--- config.mk ---
export PLATFORM = sky130hd
export DESIGN_NAME = tt_um_carlosgs99_div_8by4
export DESIGN_NICKNAME = d
export VERILOG_FILES = /design/src/rtl/tt_um_carlosgs99_div_8by4.sv
export SDC_FILE = /design/constraint.sdc
export NUM_CORES = 1
export LEC_CHECK = 0
export ABC_AREA = 1
export CAP_MARGIN = 40
export CORE_ASPECT_RATIO = 1.4
export CORE_UTILIZATION = 30
export DETAILED_ROUTE_END_ITERATION = 8
export GPL_TIMING_DRIVEN = 0
export PLACE_DENSITY = 0.55
export SLEW_MARGIN = 25
export SYNTH_ARGS = -nofsm -noshare
export SYNTH_HDL_FRONTEND = slang
export SYNTH_SLANG_ARGS = --single-unit
--- constraint.sdc ---
create_clock -name io_clk -period 2.14 [get_ports io_clk]
set_input_delay 0.321 -clock io_clk [delete_from_list [all_inputs] [get_ports io_clk]]
set_output_delay 0.321 -clock io_clk [all_outputs]
set_load 0.03 [all_outputs]
--- src/rtl/tt_um_carlosgs99_div_8by4.sv ---
// Multi-cycle restoring divider: 2*BITS-bit dividend / BITS-bit divisor, one quotient bit per clock.
// Optional macro DIV_ZERO_DETECT_EN short-circuits divide-by-zero straight to DONE and raises io_dbz.
module tt_um_carlosgs99_div_8by4 #(
  parameter int BITS = 4
) (
  input  logic                io_clk,
  input  logic                io_rst_n,
  input  logic                io_start,
  input  logic [2*BITS-1:0]   io_N,
  input  logic [BITS-1:0]     io_D,
  output logic [2*BITS-1:0]   io_Quotient,
  output logic [BITS-1:0]     io_Remainder,
  output logic                io_busy,
  output logic                io_done,
  output logic                io_dbz
);

  localparam int NW = 2 * BITS;
  localparam int CW = $clog2(NW);

  typedef enum logic [1:0] {IDLE, CALC, DONE} state_e;

  state_e            state_q, state_d;
  logic [NW-1:0]     n_q, n_d;
  logic [BITS-1:0]   d_q, d_d;
  logic [BITS:0]     rem_q, rem_d;
  logic [CW-1:0]     cnt_q, cnt_d;
  logic [NW-1:0]     quot_q, quot_d;
  logic [NW-1:0]     q_out_q, q_out_d;
  logic [BITS-1:0]   r_out_q, r_out_d;
`ifdef DIV_ZERO_DETECT_EN
  logic              dbz_q, dbz_d;
`endif

  logic [BITS+1:0]   shifted;
  logic              ge;
  logic [BITS:0]     step_rem;

  // One restoring step: bring in the next dividend bit, subtract the divisor if it fits.
  always_comb begin
    shifted  = {rem_q, n_q[NW-1]};
    ge       = shifted >= {2'b00, d_q};
    step_rem = ge ? (BITS+1)'(shifted - {2'b00, d_q}) : shifted[BITS:0];
  end

  // NOTE: every signal gets a default before the case so no path leaves it unassigned (no latches).
  always_comb begin
    state_d = state_q;
    n_d     = n_q;
    d_d     = d_q;
    rem_d   = rem_q;
    cnt_d   = cnt_q;
    quot_d  = quot_q;
    q_out_d = q_out_q;
    r_out_d = r_out_q;
`ifdef DIV_ZERO_DETECT_EN
    dbz_d   = dbz_q;
`endif
    case (state_q)
      IDLE: begin
        if (io_start) begin
          n_d    = io_N;
          d_d    = io_D;
          rem_d  = '0;
          cnt_d  = '0;
          quot_d = '0;
          state_d = CALC;
`ifdef DIV_ZERO_DETECT_EN
          dbz_d  = 1'b0;
          if (io_D == '0) begin
            state_d = DONE;
            q_out_d = '1;
            r_out_d = io_N[BITS-1:0];
            dbz_d   = 1'b1;
          end
`endif
        end
      end
      CALC: begin
        rem_d  = step_rem;
        n_d    = n_q << 1;
        quot_d = {quot_q[NW-2:0], ge};
        cnt_d  = cnt_q + CW'(1);
        if (cnt_q == CW'(NW - 1)) begin
          // Results are published only on DONE entry and hold until the next one.
          state_d = DONE;
          q_out_d = {quot_q[NW-2:0], ge};
          r_out_d = step_rem[BITS-1:0];
        end
      end
      DONE:    state_d = IDLE;
      default: state_d = IDLE;
    endcase
  end

  // NOTE: sequential state uses non-blocking assignments so all registers update from pre-edge values.
  always_ff @(posedge io_clk or negedge io_rst_n) begin
    if (!io_rst_n) begin
      state_q <= IDLE;
      n_q     <= '0;
      d_q     <= '0;
      rem_q   <= '0;
      cnt_q   <= '0;
      quot_q  <= '0;
      q_out_q <= '0;
      r_out_q <= '0;
`ifdef DIV_ZERO_DETECT_EN
      dbz_q   <= 1'b0;
`endif
    end else begin
      state_q <= state_d;
      n_q     <= n_d;
      d_q     <= d_d;
      rem_q   <= rem_d;
      cnt_q   <= cnt_d;
      quot_q  <= quot_d;
      q_out_q <= q_out_d;
      r_out_q <= r_out_d;
`ifdef DIV_ZERO_DETECT_EN
      dbz_q   <= dbz_d;
`endif
    end
  end

  assign io_Quotient  = q_out_q;
  assign io_Remainder = r_out_q;
  assign io_busy      = (state_q == CALC);
  assign io_done      = (state_q == DONE);
`ifdef DIV_ZERO_DETECT_EN
  assign io_dbz       = (state_q == DONE) && dbz_q;
`else
  assign io_dbz       = 1'b0;
`endif

endmodule
==> metrics.md, run 1 <==
| Metric | Value |
|---|---|
| Status | `completed` |
| Final Power | `0.00424 W` |
| WP data required | `1.82 ns` |
| Crit end category | `output port` |
| WL/cell | `11.7 µm` |
| Layout overhead on the synthesized area | `28.3%` |
| Post-synth top cells | `41 x dfrtp_1, 40 x nand2_1, 22 x inv_1` |
| Die height | `96.3 µm` |
| Critical path depth | `3` |
| Core ar. | `6170 µm²` |
| Vias | `1,417` |
| Num ports | `30` |
| Number of global-route vias before repair | `1,471` |
| Antenna Nets Post-Route | `0` |
| GRT Total Usage | `12.9%` |
| Placed wire-length estimate | `2.76 mm` |
| Sw Share | `41.4%` |
| Worst skew pair latency | `0.30 ns` |
| Max Buffers Root-to-Sink | `2` |
| Setup violators final | `0` |
| Yosys cell types | `28` |
| Switching component of the power | `0.00176 W` |
| Mapped Area | `1910 µm²` |
| PortBufs | `28` |
| #FFs+latches synth | `41` |
| Clock Power Share | `17.8%` |
| Initial Util | `30.9%` |
| Clk sink count | `41` |
| Crit share post-route | `92.0%` |
| HP Start | `io_Remainder[2]` |
| Most common cell in the netlist | `dfrtp_1` |
| Area of the multi-input gates | `724 µm²` |
| Final core occ | `39.6%` |
| Async set-or-reset flop fraction in the synthesized netlist | `100%` |
| Post-Synthesis Cells | `204` |
| Clock slew at reported path FFs | `0.08 ns` |
| CP Class | `flop to output port` |
| Hold Path Class | `flop to flop` |
| Num rows | `34` |
| Detailed Route WL | `3.67 mm` |
| First-pass GRT wire length | `6.71 mm` |
| WHS | `0.487 ns` |
| Layout cells sized above 1 | `14.9%` |
| FF-to-FF path depth | `10` |
| Post-synth EDFFs | `0` |
| Die X | `69.4 µm` |
| Final-stage net count | `263` |
| Crit-path cells | `inv_2 -> nor2_1 -> clkdlybuf4s50_1` |
| RSZ-0062 raised after global routing | `no` |
| Final hold vios | `0` |
| TritonCTS clock tree | `built` |
| DIE AREA | `6680 µm²` |
| Fmax | `508 MHz` |
| Cell taking the most area after synthesis | `dfrtp_1` |
| CTS root buf | `clkbuf_8` |
| Hold path cells | `2` |
| Pwr dens | `1730 nW/µm²` |
| Grt ovf | `0` |
| Num CTS Buffers | `5` |
| Clock period minus worst slack | `1.97 ns` |
| Pre-CTS setup slack | `0.216 ns` |
| Peak supply drop | `0.663 mV` |
| Via/cell ratio | `4.51` |
| Initial antenna violation count | `0` |
| Syn avg cell area | `9.34 µm²` |
| Max-slew violations | `0` |
| Reg power frac | `31.4%` |
| Max incr delay on CP | `0.68 ns` |
| CP Data Arrival Time | `1.65 ns` |
| Leakage power | `1.17 nW` |
| R2R Path Start | `n_q[7]` |
| Clock skew | `0.00716 ns` |
| CP max stage cell | `clkdlybuf4s50_1` |
| Crit path buf inv count | `2` |
| Worst-path fanout max | `3` |
| Pin count of the biggest net entering global routing | `23` |
| Max Cap Viol | `0` |
| Post-CTS setup repair buffer count | `0` |
| Synth warnings | `0` |
| Crit start category | `flop` |
| RD Place Congestion | `0.767` |
| Synth top area share | `53.8%` |
| Iter 0 DRT Violations | `90` |
| H-tree levels | `2` |
| Post-Syn Nets | `226` |
| P_int | `0.00248 W` |
| Combinational Power Share | `50.8%` |
| Worst setup margin | `0.172 ns` |
| DRC Markers | `0` |
| Synth area leaders | `dfrtp_1 54%, nand2_1 7.9%, inv_1 4.3%` |
| Top delay family on crit path | `buffers and inverters` |
| Part of the Yosys area used for sequential elements | `53.8%` |
| FILL cells | `632` |
| ANT cells | `0` |
| Register area | `1030 µm²` |
| Setup crit start | `state_q[1]` |
| Top FF cell, synth | `dfrtp_1` |
| Pre-Repair DR Iteration Count | `4` |
[through the flow]
step / std cells / TNS, ns / area, µm²
final: 314 / 0 / 2440
after global routing: 314 / 0 / 2440
after CTS: 314 / 0 / 2440
after detailed placement: 305 / 0 / 2300
after global placement: 304 / -14.33 / 2280
after floorplan: 204 / 0 / 1910
[repair_timing]
item                                    CTS  global route
hold buffers                              1             0
resized for setup                         1             0
endpoints found under the setup margin    1             0
hold endpoints to repair                 19             0
[worst register-to-register path: stages (launching register included)]
cell and delay, ns:
dfrtp_1 0.37, inv_1 0.13, ha_1 0.17, inv_1 0.06
fa_1 0.40, inv_1 0.08, nor2_2 0.05, nor2_4 0.16
nand3_1 0.14, nand3_1 0.11, o21ai_1 0.06
[path summary, 6_finish.rpt]
check,end,slack (ns)
setup / recovery,io_done,0.17
hold / removal,io_Remainder[2],0.49
setup reg to reg,rem_q[2],0.29
hold reg to reg,io_Remainder[2],0.49
max in group asynchronous,quot_q[0],1.15
min in group asynchronous,n_q[2],0.51
[flip-flops by register name (all words and copies together) (netlist names)]
name,flops
io_Quotient,8
n_q,8
quot_q,7
rem_q,5
d_q,4
io_Remainder,4
cnt_q,3
state_q,2
[cell type report]
type                    instances  area share [%]
multi-input cells             129            29.6
well taps                      72            3.68
clock buffers                   5            2.81
plain buffers                   7            2.15
repair buffers                 30            12.7
flip-flops and latches         41            42.0
clock inverters                 3            2.81
inverters                      27            4.20
[power by group through the flow]
stage               logic, W  registers [W]  clock network [W]
global placement     0.00215        0.00134                  0
floorplan            0.00138        0.00154                  0
CTS                  0.00218        0.00134           0.000772
finish               0.00215        0.00133           0.000755
detailed placement   0.00218        0.00135                  0
global route         0.00243        0.00138           0.000811
[kinds of logic (layout without fill, tap and decap cells)]
logic type | Yosys count | after routing | share of synthesized area [%]
multiplexers | 1 | 1 | 0.591
other | 1 | 1 | 0.197
AO/OA/AOI/OAI | 43 | 43 | 12.9
buffers and inverters | 34 | 72 | 8.14
XOR/XNOR | 1 | 1 | 0.460
AND/OR/NAND/NOR | 76 | 76 | 18.9
flip-flops | 41 | 41 | 53.8
adder cells (fa/ha/maj) | 7 | 7 | 4.99
[cell usage in the layout (no fill, tap or decap), types with 2 or more instances in the layout]
master | synthesis | routed
o21ai_1 | 15 | 15
inv_2 | 4 | 4
dfrtp_1 | 41 | 41
nand2_1 | 40 | 40
buf_4 | 2 | 2
a22o_1 | 2 | 2
buf_6 | 2 | 2
buf_2 | 3 | 4
o21ai_2 | 2 | 2
nand3_2 | 2 | 2
clkdlybuf4s50_1 | 0 | 26
o21ai_0 | 13 | 13
nand3_1 | 15 | 15
nand2_2 | 2 | 2
ha_1 | 6 | 6
nor2_2 | 3 | 3
o22ai_1 | 6 | 6
nor2_1 | 11 | 11
clkbuf_8 | 0 | 5
inv_1 | 22 | 22
a21oi_1 | 4 | 4
bufinv_16 | 0 | 2
[routing by layer]
| layer | part of all wire [%] | up-vias | routed length [µm] | track usage (%) |
|---|---|---|---|---|
| li1 | - | 736 | - | - |
| met2 | 48 | 32 | 1780 | 23.6 |
| met4 | 1.9 | 0 | 70 | 5.61 |
| met5 | 0 | - | 0 | 0 |
| met3 | 3.5 | 5 | 128 | 2.83 |
| met1 | 46 | 644 | 1690 | 14.3 |
No activity file was read; power rests on OpenSTA's default activity.
==> inputs of run 2 (changes only) <==
--- a/config.mk
+++ b/config.mk
@@ -12,6 +12,7 @@
 export DETAILED_ROUTE_END_ITERATION = 8
 export GPL_TIMING_DRIVEN = 0
 export PLACE_DENSITY = 0.55
+export RECOVER_POWER = 25
 export SLEW_MARGIN = 25
 export SYNTH_ARGS = -nofsm -noshare
 export SYNTH_HDL_FRONTEND = slang
==> metrics.md, run 2 (synthesis gave the netlist of run 1 again) <==
| Metric | Value |
|---|---|
| Status | `completed (unchanged)` |
| Clock slew at reported path FFs | `0.08 ns (about the same)` |
| Hold path cells | `2 (unchanged)` |
| Clock skew | `0.00716 ns (unchanged)` |
| Commonest non-fill, non-tap cell in the layout | `dfrtp_1 (unchanged)` |
| CP Data Arrival Time | `1.65 ns (about the same)` |
| Pin count of the biggest net entering global routing | `23 (unchanged)` |
| Combinational Power Share | `50.8% (about the same)` |
| RSZ-0062 raised after global routing | `no (unchanged)` |
| Vias | `1,417 (unchanged)` |
| CP Class | `flop to output port (unchanged)` |
| Max Cap Viol | `0 (unchanged)` |
| Grt ovf | `0 (unchanged)` |
| Switching component of the power | `0.00176 W (about the same)` |
| Leakage power | `1.17 nW (about the same)` |
| Final hold vios | `0 (unchanged)` |
| Max Buffers Root-to-Sink | `2 (unchanged)` |
| Crit start category | `flop (unchanged)` |
| Min-Delay Endpoint | `io_Remainder[2] (unchanged)` |
| Die X | `69.4 µm (unchanged)` |
| Num rows | `34 (unchanged)` |
| Clock Power Share | `17.8% (about the same)` |
| Initial Util | `30.9% (unchanged)` |
| DRC Markers | `0 (unchanged)` |
| FILL cells | `633 (was 632)` |
| TritonCTS clock tree | `built (unchanged)` |
| Crit end category | `output port (unchanged)` |
| PortBufs | `28 (unchanged)` |
| R2R Setup Slk | `0.29 ns (about the same)` |
| HP Start | `io_Remainder[2] (unchanged)` |
| DIE AREA | `6680 µm² (unchanged)` |
| First-pass GRT wire length | `6.71 mm (unchanged)` |
| Antenna Nets Post-Route | `0 (unchanged)` |
| Layout overhead on the synthesized area | `28.2% (was 28.3%)` |
| H-tree levels | `2 (unchanged)` |
| Core ar. | `6170 µm² (unchanged)` |
| Sw Share | `41.4% (about the same)` |
| Pwr dens | `1730 nW/µm² (about the same)` |
| Worst skew pair latency | `0.30 ns (about the same)` |
| Die height | `96.3 µm (unchanged)` |
| Post-CTS setup repair buffer count | `0 (unchanged)` |
| Final Power | `0.00424 W (about the same)` |
| Pre-Repair DR Iteration Count | `4 (unchanged)` |
| WP data required | `1.82 ns (about the same)` |
| RD Place Congestion | `0.767 (unchanged)` |
| R2R Path End | `rem_q[2] (unchanged)` |
| Most frequent cells in the layout | `41 x dfrtp_1, 40 x nand2_1, 26 x clkdlybuf4s50_1, 22 x inv_1 (unchanged)` |
| Num ports | `30 (unchanged)` |
| Crit share post-route | `92.0% (unchanged)` |
| Initial antenna violation count | `0 (unchanged)` |
| Peak supply drop | `0.663 mV (about the same)` |
| Final-stage net count | `263 (unchanged)` |
| Layout cells sized above 1 | `14.5% (was 14.9%)` |
| Number of global-route vias before repair | `1,471 (unchanged)` |
| GRT Total Usage | `12.9% (unchanged)` |
| Final core occ | `39.6% (about the same)` |
| Setup violators final | `0 (unchanged)` |
| CTS root buf | `clkbuf_8 (unchanged)` |
| Placed wire-length estimate | `2.76 mm (unchanged)` |
| Num CTS Buffers | `5 (unchanged)` |
| FF-to-FF path depth | `10 (unchanged)` |
| Hold Path Class | `flop to flop (unchanged)` |
| Detailed Route WL | `3.67 mm (unchanged)` |
| Setup crit start | `state_q[1] (unchanged)` |
| Fmax | `508 MHz (unchanged)` |
| Max-slew violations | `0 (unchanged)` |
| Slew @ Worst Pin | `1.19 ns` |
| Clock period minus worst slack | `1.97 ns (unchanged)` |
| Slew margin rel. | `20.4%` |
| Worst-path fanout max | `3 (unchanged)` |
| Iter 0 DRT Violations | `90 (unchanged)` |
| Clk sink count | `41 (unchanged)` |
| Reg power frac | `31.4% (about the same)` |
| WHS | `0.487 ns (unchanged)` |
| R2R Path Start | `n_q[7] (unchanged)` |
| WL/cell | `11.7 µm (unchanged)` |
| ANT cells | `0 (unchanged)` |
| P_int | `0.00248 W (about the same)` |
| Via/cell ratio | `4.51 (unchanged)` |
run 2: routing by layer:
| metal | vias up | track usage [%] | part of all wire (%) |
|---|---|---|---|
| met1 | 644 | 14.3 | 46 |
| met3 | 5 | 2.83 | 3.5 |
| met4 | 0 | 5.61 | 1.9 |
| li1 | 736 | - | - |
| met2 | 32 | 23.6 | 48 |
| met5 | - | 0 | 0 |
run 2: worst max-delay path, cell delays in order, from the launching register on:
cell and delay, ns:
dfrtp_1 0.47, inv_2 0.09, nor2_1 0.12, clkdlybuf4s50_1 0.68
run 2: cell type report:
type	count	area [µm²]	share of cell area (%)
inverters	27	103	4.20
clock inverters	3	68.8	2.82
clock buffers	5	68.8	2.82
flip-flops and latches	41	1030	42.0
plain buffers	7	52.6	2.15
well taps	72	90.1	3.69
multi-input cells	129	724	29.6
repair buffers	30	310	12.7
run 2: metrics by stage:
stage	setup slack, ns	cell area [µm²]	instances	TNS, ns
after global routing	0.0944	2440	314	0
after floorplan	0.497	1910	204	0
final	0.172	2440	314	0
after detailed placement	0.216	2300	305	0
after CTS	0.152	2440	314	0
after global placement	-0.351	2280	304	-14.33
run 2: worst max path at each step:
stage	to	slack, ns
3_5_place_dp	io_busy	0.22
3_3_place_gp	io_Quotient[6]	-0.35
4_1_cts	io_done	0.15
2_1_floorplan	rem_q[0]	0.50
6_report	io_done	0.17
5_1_grt	io_busy	0.09
run 2: power groups by stage:
stage / Combinational (W) / Clock (W) / Sequential (W)
after CTS: 0.00218 / 0.000772 / 0.00134
after detailed placement: 0.00218 / 0 / 0.00135
after floorplan: 0.00138 / 0 / 0.00154
final: 0.00215 / 0.000755 / 0.00133
after global routing: 0.00243 / 0.000811 / 0.00138
after global placement: 0.00215 / 0 / 0.00134
run 2: repair_timing:
action | 4_1_cts | 5_1_grt
setup endpoints to repair | 1 | 0
hold endpoints to repair | 19 | 0
hold buffers | 1 | 0
resized for setup | 1 | 0
==> inputs of run 3 (changes only) <==
--- a/config.mk
+++ b/config.mk
@@ -11,7 +11,6 @@
 export CORE_UTILIZATION = 30
 export DETAILED_ROUTE_END_ITERATION = 8
 export GPL_TIMING_DRIVEN = 0
-export PLACE_DENSITY = 0.55
 export RECOVER_POWER = 25
 export SLEW_MARGIN = 25
 export SYNTH_ARGS = -nofsm -noshare
==> metrics.md, run 3 (synthesis gave the netlist of run 1 again) <==
| Metric | Value |
|---|---|
| WL/cell | `11.9 µm (was 11.7 µm)` |
| Status | `completed (unchanged)` |
| FF-to-FF path depth | `10 (unchanged)` |
| Clock slew at reported path FFs | `0.09 ns (was 0.08 ns)` |
| R2R Setup Slk | `0.30 ns (was 0.29 ns)` |
| H-tree levels | `2 (unchanged)` |
| Hold Path Class | `input port to asynchronous set/reset pin (was flop to flop)` |
| Layout overhead on the synthesized area | `27.7% (was 28.2%)` |
| Post-CTS setup repair buffer count | `0 (unchanged)` |
| Initial antenna violation count | `0 (unchanged)` |
| Layout cells sized above 1 | `14.5% (about the same)` |
| Hold_buf cts | `0 (was 1)` |
| Leakage power | `1.16 nW (was 1.17 nW)` |
| Commonest non-fill, non-tap cell in the layout | `dfrtp_1 (unchanged)` |
| Core ar. | `6170 µm² (unchanged)` |
| Pre-Repair DR Iteration Count | `4 (unchanged)` |
| CTS root buf | `clkbuf_8 (unchanged)` |
| Worst skew pair latency | `0.30 ns (about the same)` |
| First-pass GRT wire length | `6.56 mm (was 6.71 mm)` |
| PortBufs | `28 (unchanged)` |
| TritonCTS clock tree | `built (unchanged)` |
| Grt ovf | `0 (unchanged)` |
| WHS | `0.248 ns (was 0.487 ns)` |
| Slew @ Worst Pin | `1.20 ns (was 1.19 ns)` |
| Detailed Route WL | `3.73 mm (was 3.67 mm)` |
| Pin count of the biggest net entering global routing | `23 (unchanged)` |
| Num CTS Buffers | `5 (unchanged)` |
| Clk sink count | `41 (unchanged)` |
| Max Cap Viol | `0 (unchanged)` |
| DRC Markers | `0 (unchanged)` |
| R2R Path End | `io_Remainder[0] (was rem_q[2])` |
| Num rows | `34 (unchanged)` |
| Crit end category | `output port (unchanged)` |
| Worst setup path endpoint | `io_busy (was io_done)` |
| Clock skew | `0.00872 ns (was 0.00716 ns)` |
| R2R Path Start | `n_q[7] (unchanged)` |
| Die X | `69.4 µm (unchanged)` |
| Via/cell ratio | `4.59 (was 4.51)` |
| RSZ-0062 raised after global routing | `no (unchanged)` |
| Setup crit start | `state_q[1] (unchanged)` |
| Initial Util | `30.9% (unchanged)` |
| Peak supply drop | `0.606 mV (was 0.663 mV)` |
| Vias | `1,438 (was 1,417)` |
| DIE AREA | `6680 µm² (unchanged)` |
| Fmax | `509 MHz (was 508 MHz)` |
| Crit start category | `flop (unchanged)` |
| WP data required | `1.82 ns (about the same)` |
| RD Place Congestion | `0.861 (was 0.767)` |
| Placed wire-length estimate | `2.75 mm (was 2.76 mm)` |
| Worst-path fanout max | `10 (was 3)` |
| GRT Total Usage | `12.6% (was 12.9%)` |
| Pre-CTS setup slack | `0.203 ns (was 0.216 ns)` |
| Clock period minus worst slack | `1.97 ns (about the same)` |
| Crit share post-route | `91.9% (was 92.0%)` |
| Max-slew violations | `0 (unchanged)` |
| CP Class | `flop to output port (unchanged)` |
| Number of global-route vias before repair | `1,474 (was 1,471)` |
| Most frequent cells in the layout | `41 x dfrtp_1, 40 x nand2_1, 26 x clkdlybuf4s50_1, 22 x inv_1 (unchanged)` |
| ANT cells | `0 (unchanged)` |
| Iter 0 DRT Violations | `51 (was 90)` |
| Final Power | `0.00425 W (was 0.00424 W)` |
| Antenna Nets Post-Route | `0 (unchanged)` |
| Slew margin rel. | `20.0% (was 20.4%)` |
| Pwr dens | `1750 nW/µm² (was 1730 nW/µm²)` |
| Die height | `96.3 µm (unchanged)` |
| CP Data Arrival Time | `1.64 ns (was 1.65 ns)` |
| Num ports | `30 (unchanged)` |
| Setup violators final | `0 (unchanged)` |
| Max Buffers Root-to-Sink | `2 (unchanged)` |
| Final hold vios | `0 (unchanged)` |
| Final-stage net count | `262 (was 263)` |
| Worst setup margin | `0.174 ns (was 0.172 ns)` |
## run 3: changes by cell type in the layout (fill, tap and decap cells not counted), sizes merged
cell,delta
dlygate4sd3,-1
## run 3: worst max-delay path: stages, from the launching register on
cell and delay [ns]:
dfrtp_1 0.45, nor2_8 0.20, buf_2 0.26, dlygate4sd2_1 0.43
## run 3: timing repair
action	4_1_cts	5_1_grt
endpoints found under the hold margin	0	0
gates resized for setup	1	0
endpoints found under the setup margin	1	0
## run 3: per-layer routing
layer	track usage (%)	routed length, µm	up-vias	share of wire (%)
met5	0	0	-	0
met4	5.61	68	0	1.8
met3	3.14	118	6	3.2
met2	22.7	1820	27	49
met1	14.1	1710	675	46
li1	-	-	730	-
## run 3: layout make-up
type	instances	area, µm²
clock buffer	5	68.8
multi-input combinational	129	724
timing repair buffer	29	300
clock inverter	3	68.8
sequential	41	1030
buffer	7	52.6
fill	630	3730
tap	72	90.1
inverter	27	103
## run 3: worst min path at each step
| stage | start | to | slack (ns) |
|---|---|---|---|
| floorplan | io_rst_n | cnt_q[0] | 0.03 |
| global placement | io_Quotient[0] | io_Quotient[0] | 0.46 |
| detailed placement | io_rst_n | d_q[2] | 0.32 |
| CTS | io_rst_n | state_q[1] | 0.0007 |
| global route | io_rst_n | cnt_q[2] | 0.34 |
| finish | io_rst_n | cnt_q[2] | 0.25 |
## run 3: where the power goes
part	switching, W	internal (W)
Sequential	0.000178	0.00115
Combinational	0.00131	0.000858
Clock	0.000285	0.000470
## run 3: metrics by stage
step                cells  util [%]  setup TNS, ns  instance area [µm²]
floorplan             204         -              0                 1910
global placement      304      36.9         -12.39                 2280
detailed placement    305      37.3              0                 2300
CTS                   313      39.5              0                 2430
global route          313      39.5              0                 2430
finish                313      39.5              0                 2430
==> variant 1, RTL diff (config.mk and constraints of run 2) <==
Set the parameter `BITS` to 8 (it was 4).
--- a/src/rtl/tt_um_carlosgs99_div_8by4.sv
+++ b/src/rtl/tt_um_carlosgs99_div_8by4.sv
@@ -1,7 +1,7 @@
 // Multi-cycle restoring divider: 2*BITS-bit dividend / BITS-bit divisor, one quotient bit per clock.
 // Optional macro DIV_ZERO_DETECT_EN short-circuits divide-by-zero straight to DONE and raises io_dbz.
 module tt_um_carlosgs99_div_8by4 #(
-  parameter int BITS = 4
+  parameter int BITS = 8
 ) (
   input  logic                io_clk,
   input  logic                io_rst_n,
Interface: changed (resized io_D, io_N, io_Quotient and io_Remainder); port bits go from 30 to 54. The function was not compared with the original's and may differ.
==> variant 1 against run 2 <==
Count of clock-buffer cells in the layout rose by 5; synthesized area grew 88%; wire length grew 120%; global-route usage up 1.6 points; total power is 98% higher; non-clock buffer count increased by 38; worst setup slack lost 0.0054 ns; core utilization grew 1.1 points; final cell count grew 100%; sequential cell count rose by 37; via count is 100% higher; hold slack lost 0.0093 ns; final area increased by 92%; largest cell class unchanged; highest routed layer unchanged.
==> variant 1: results (changes against run 2) <==
metric	value	unit	change
Hold Fails Final Rpt	0		unchanged
Hold EP	io_Remainder[6]		
Final Setup Violations	0		unchanged
Leakage	2.25	nW	+93%
Peak VDD IR	0.000677	V	+2.2%
clock network latency to the later pin of the worst-skew pair	0.33	ns	+0.03 ns
vias in the first global route	2952		+100%
Vias	2889		+100%
min-delay src	io_Remainder[6]		
Distinct cells, synth	32		+14%
GPL Wtd Cong	0.789		+3.0%
average vias per placed instance	4.59		+1.8%
ranking of synthesized cells by area	dfrtp_1 (54%), nand2_1 (10%), o22ai_1 (5.1%), inv_1 (4.7%), nor2_1 (4.7%)		
Syn. warnings	0		unchanged
CP max stage delay	0.37	ns	-0.31 ns
layout cells sized above 1	0.115		-0.0292
clk_skew	0.00530	ns	-0.00185 ns
Reg-to-Reg End	io_Remainder[6]		
TritonRoute pass-1 iters	4		unchanged
first-pass GRT wire length	14000	µm	+110%
Post-synth EDFFs	0		unchanged
mux cell area share after synthesis	0.00314		-0.00277
Mapped Nets	447		+98%
post-synthesis sequential area ratio	0.544		+0.00533
Reg2Reg Setup Slack	0.17	ns	-0.12 ns
Layout fillers	1203		+90%
DP Area	4320	µm²	+88%
worst hold margin	0.477	ns	-0.00927 ns
Num CTS Buffers	9		+4
Crit Path Max Fanout	4		+1
GRT Total Usage	0.145		+0.0161
CTS root buffer	clkbuf_16		
Syn Area/Cell	8.76	µm²	-6.3%
diode count	0		unchanged
# port buffers	52		+86%
XOR/XNOR Fraction of Synth Area	0.00488		+0.000284
status	finished clean		
Top Family by Delay on Critical Path	simple AND/OR/NAND/NOR gates		
Commonest cells post-synth	nand2_1 (99), dfrtp_1 (78), inv_1 (45), nor2_1 (45), o22ai_1 (29)		
Adder-Cell Fraction of Synth Area	0.0369		-0.0130
Worst-path clk slew	0.06	ns	-0.02 ns
critical path's slowest cell	dfrtp_1		
fin nets	517		+97%
initial drt markers	108		+20%
placed insts	607		+99%
H-tree depth	3		+1
area occupied by multi-input gates	1380	µm²	+91%
largest net degree at the start of global routing	55		+140%
R2R depth	13		+3
worst hold path type	reg -> reg		
Slew @ Worst Pin	1.46	ns	+0.267 ns
HPWL Detailed	5930	µm	+120%
reg-to-reg critical path startpoint	n_q[15]		
initial antenna violation count	0		unchanged
share of flip-flops with an asynchronous set or reset	1.00		unchanged
WL/cell	13.0	µm	+12%
Setup WS pre-CTS	0.0682	ns	-0.147 ns
Synth Area in Compound Gates	0.110		-0.0182
-- variant 1: power breakdown --
part / leakage [nW] / total, mW / internal (mW) / switching [mW]
Clock: 0.149 / 1.57 / 0.943 / 0.624
Combinational: 1.17 / 4.27 / 1.68 / 2.59
Sequential: 0.929 / 2.57 / 2.19 / 0.375
Total: 2.25 / 8.40 / 4.82 / 3.59
-- variant 1: routing by layer --
metal  up-vias  track usage  wire length [µm]
li1       1461            -                 -
met4         0       0.0606               194
met3        16       0.0284               239
met2        48        0.244              4260
met5         -            0                 0
met1      1364        0.178              3500
-- variant 1: logic make-up after synthesis --
kind of cell	count (synthesis)
AND/OR/NAND/NOR	185
flip-flops	78
AO/OA/AOI/OAI	68
buffers and inverters	65
adder cells (fa/ha/maj)	10
XOR/XNOR	2
other	1
multiplexers	1
-- variant 1: timing repair --
action                                  in CTS  in global routing
hold endpoints to repair                    24                  0
endpoints found under the setup margin       1                 17
hold buffers                                 1                  0
resized for setup                            1                  7
buffers inserted                             0                  5
pin swaps                                    0                  2
-- variant 1: cell type report --
class                           count  area share
Timing Repair Buffer               59       0.128
Inverter                           49      0.0403
Clock buffer                       10      0.0510
Clock inverter                      6      0.0147
Tap cell                          144      0.0384
Buffer                             16      0.0166
Sequential cell                    78       0.416
Multi-Input combinational cell    267       0.294
-- variant 1: worst max-delay path by stage --
stage	from	end	slack, ns	cells after the start
detailed placement	n_q[15]	io_Remainder[0]	0.07	12
global placement	io_rst_n	io_Quotient[2]	-2.03	1
global route	n_q[15]	io_Remainder[6]	0.01	13
floorplan	n_q[15]	io_Remainder[0]	0.31	12
CTS	n_q[15]	io_Remainder[0]	0.06	12
finish	n_q[15]	io_Remainder[6]	0.17	13
-- variant 1: worst reg2reg max path, cell delays in order, from the launching register on --
cell and delay [ns]:
dfrtp_1 0.37, inv_2 0.08, ha_1 0.14, inv_1 0.07
fa_2 0.34, nand2_1 0.11, nand2_2 0.08, nand3_2 0.12
nand2_4 0.08, nor2_8 0.14, buf_4 0.16, nand2_2 0.06
nand3_1 0.09, nand2_1 0.05
==> variant 2, RTL diff (settings of run 2) <==
Without the edit above. `n_q` no longer has a reset.
--- a/src/rtl/tt_um_carlosgs99_div_8by4.sv
+++ b/src/rtl/tt_um_carlosgs99_div_8by4.sv
@@ -97,7 +97,6 @@
   always_ff @(posedge io_clk or negedge io_rst_n) begin
     if (!io_rst_n) begin
       state_q <= IDLE;
-      n_q     <= '0;
       d_q     <= '0;
       rem_q   <= '0;
       cnt_q   <= '0;
@@ -109,7 +108,6 @@
 `endif
     end else begin
       state_q <= state_d;
-      n_q     <= n_d;
       d_q     <= d_d;
       rem_q   <= rem_d;
       cnt_q   <= cnt_d;
@@ -120,6 +118,10 @@
       dbz_q   <= dbz_d;
 `endif
     end
+  end
+
+  always_ff @(posedge io_clk) begin
+    n_q <= n_d;
   end
 
   assign io_Quotient  = q_out_q;
Behaviour: no difference found for any inputs over 10 cycles, from zero or initial values and one cycle with io_rst_n low; that may be too few to reach the edited logic, so the function may still have changed.
==> variant 2 against run 2 <==
Synthesized area is 2.1% lower; final area is 3.5% lower; sequential cell count stayed put; wire length is 1.2% higher; total power is 0.24% higher; combinational power is 3% higher; worst setup slack worse by 0.019 ns; sequential power is 5% higher; critical endpoint is now io_busy; largest power group unchanged.
==> variant 2: results (changes against run 2) <==
metric	value	unit	change
share of flip-flops with an asynchronous set or reset	0.805		-0.195
clock buffer depth	2		unchanged
GRT Total Usage	0.136		+0.00707
layout cells sized above 1	0.116		-0.0282
Slew headroom	0.536		+0.332
clk_skew	0.00305	ns	-0.00411 ns
ranking of synthesized cells by area	dfrtp_1 (44%), edfxtp_1 (13%), nand2_1 (11%), inv_1 (4.6%), ha_1 (4.0%)		
average vias per placed instance	4.43		-1.7%
Setup WS pre-CTS	0.168	ns	-0.0480 ns
Mapped Cells	194		-4.9%
initial antenna violation count	0		unchanged
internal power	2.45	mW	-1.4%
Syn. warnings	0		unchanged
fin nets	253		-3.8%
GPL Wtd Cong	0.802		+4.7%
Leakage	1.14	nW	-2.6%
DP Area	2260	µm²	-1.9%
largest net degree at the start of global routing	23		unchanged
Vias	1339		-5.5%
Distinct cells, synth	26		-7.1%
Commonest cells post-synth	nand2_1 (56), dfrtp_1 (33), inv_1 (23), nand3_1 (12), o21ai_1 (9)		
initial drt markers	40		-56%
Detailed Route WL	3710	µm	+1.2%
CTS root buffer	clkbuf_8		
first-pass GRT wire length	6440	µm	-4.0%
HPWL Detailed	2610	µm	-5.4%
Peak VDD IR	0.000554	V	-16%
diode count	0		unchanged
Num CTS Buffers	5		unchanged
# port buffers	28		unchanged
status	finished clean		
clock network latency to the later pin of the worst-skew pair	0.28	ns	-0.02 ns
H-tree depth	2		unchanged
placed insts	293		-3.9%
worst hold path type	reg -> reg		
Layout fillers	627		-0.95%
Mapped Nets	216		-4.4%
area occupied by multi-input gates	663	µm²	-8.5%
critical path arrival	1.67	ns	+0.02 ns
Crit Path Max Fanout	10		+7
top_reg_cell synth	dfrtp_1		
post-synthesis sequential area ratio	0.571		+0.0330
TritonRoute pass-1 iters	4		unchanged
Worst-path clk slew	0.08	ns	about the same
Post-synth EDFFs	8		+8
variant 2: cell types whose count changed in the layout (fill, tap and decap cells not counted), sizes merged, moves of 3 or more:
cell and delta:
nand2 +19, o21ai -19, dfrtp -8, edfxtp +8, nor2 -5, nand3 -4, clkbuf +3
variant 2: kinds of logic (layout without fill, tap and decap cells):
kind of cell	Yosys count	in the layout	share of synthesized area
adder cells (fa/ha/maj)	7	7	0.0510
AO/OA/AOI/OAI	25	25	0.0758
buffers and inverters	31	69	0.0731
flip-flops	41	41	0.571
AND/OR/NAND/NOR	86	86	0.211
other	1	1	0.00201
multiplexers	1	1	0.00604
XOR/XNOR	2	2	0.00939
variant 2: final timing paths:
kind                            slack [ns]  cells after the start       start              end
worst min-delay path                  0.48                      1    cnt_q[0]         cnt_q[0]
worst max register to register        0.24                     12      n_q[7]  io_Remainder[3]
worst min register to register        0.48                      1    cnt_q[0]         cnt_q[0]
worst max-delay path                  0.15                      5  state_q[1]          io_busy
min in group asynchronous             0.59                      2    io_rst_n         rem_q[4]
max in group asynchronous             0.57                      3    io_rst_n         rem_q[0]
variant 2: final cells by class:
class                      count  area share
clock buffer                   7      0.0366
buffer                         6      0.0159
sequential                    41       0.452
tap                           70      0.0372
inverter                      25      0.0419
multi-input combinational    122       0.281
timing repair buffer          30       0.122
clock inverter                 1      0.0127
variant 2: power groups by stage:
stage          sequential (mW)  combinational [mW]  clock, mW
2_1_floorplan             1.60                1.40          0
5_1_grt                   1.45                2.52      0.694
6_report                  1.39                2.21      0.640
3_5_place_dp              1.41                2.25          0
3_3_place_gp              1.40                2.21          0
4_1_cts                   1.40                2.26      0.660
variant 2: per-layer routing:
layer	global-route usage	routed length [µm]	vias up
met5	0	0	-
met4	0.0469	33	0
met3	0.0359	115	2
met2	0.214	1780	21
met1	0.177	1780	627
li1	-	-	689
variant 2: repair_timing:
item,4_1_cts,5_1_grt
endpoints found under the setup margin,1,0
setup buffers,0,0
resized for setup,1,0
endpoints found under the hold margin,11,0
hold buffers,1,0
variant 2: stage by stage:
stage          power (mW)  TNS (ns)
6_report             4.25         0
5_1_grt              4.66         0
4_1_cts              4.31         0
3_5_place_dp         3.66         0
3_3_place_gp         3.62    -0.408
2_1_floorplan        3.00         0
variant 2: critical path: stages, from the launching register on:
cell and delay (ns):
dfrtp_1 0.38, inv_1 0.08, nand2_2 0.13, inv_4 0.14
buf_2 0.23, dlygate4sd2_1 0.42
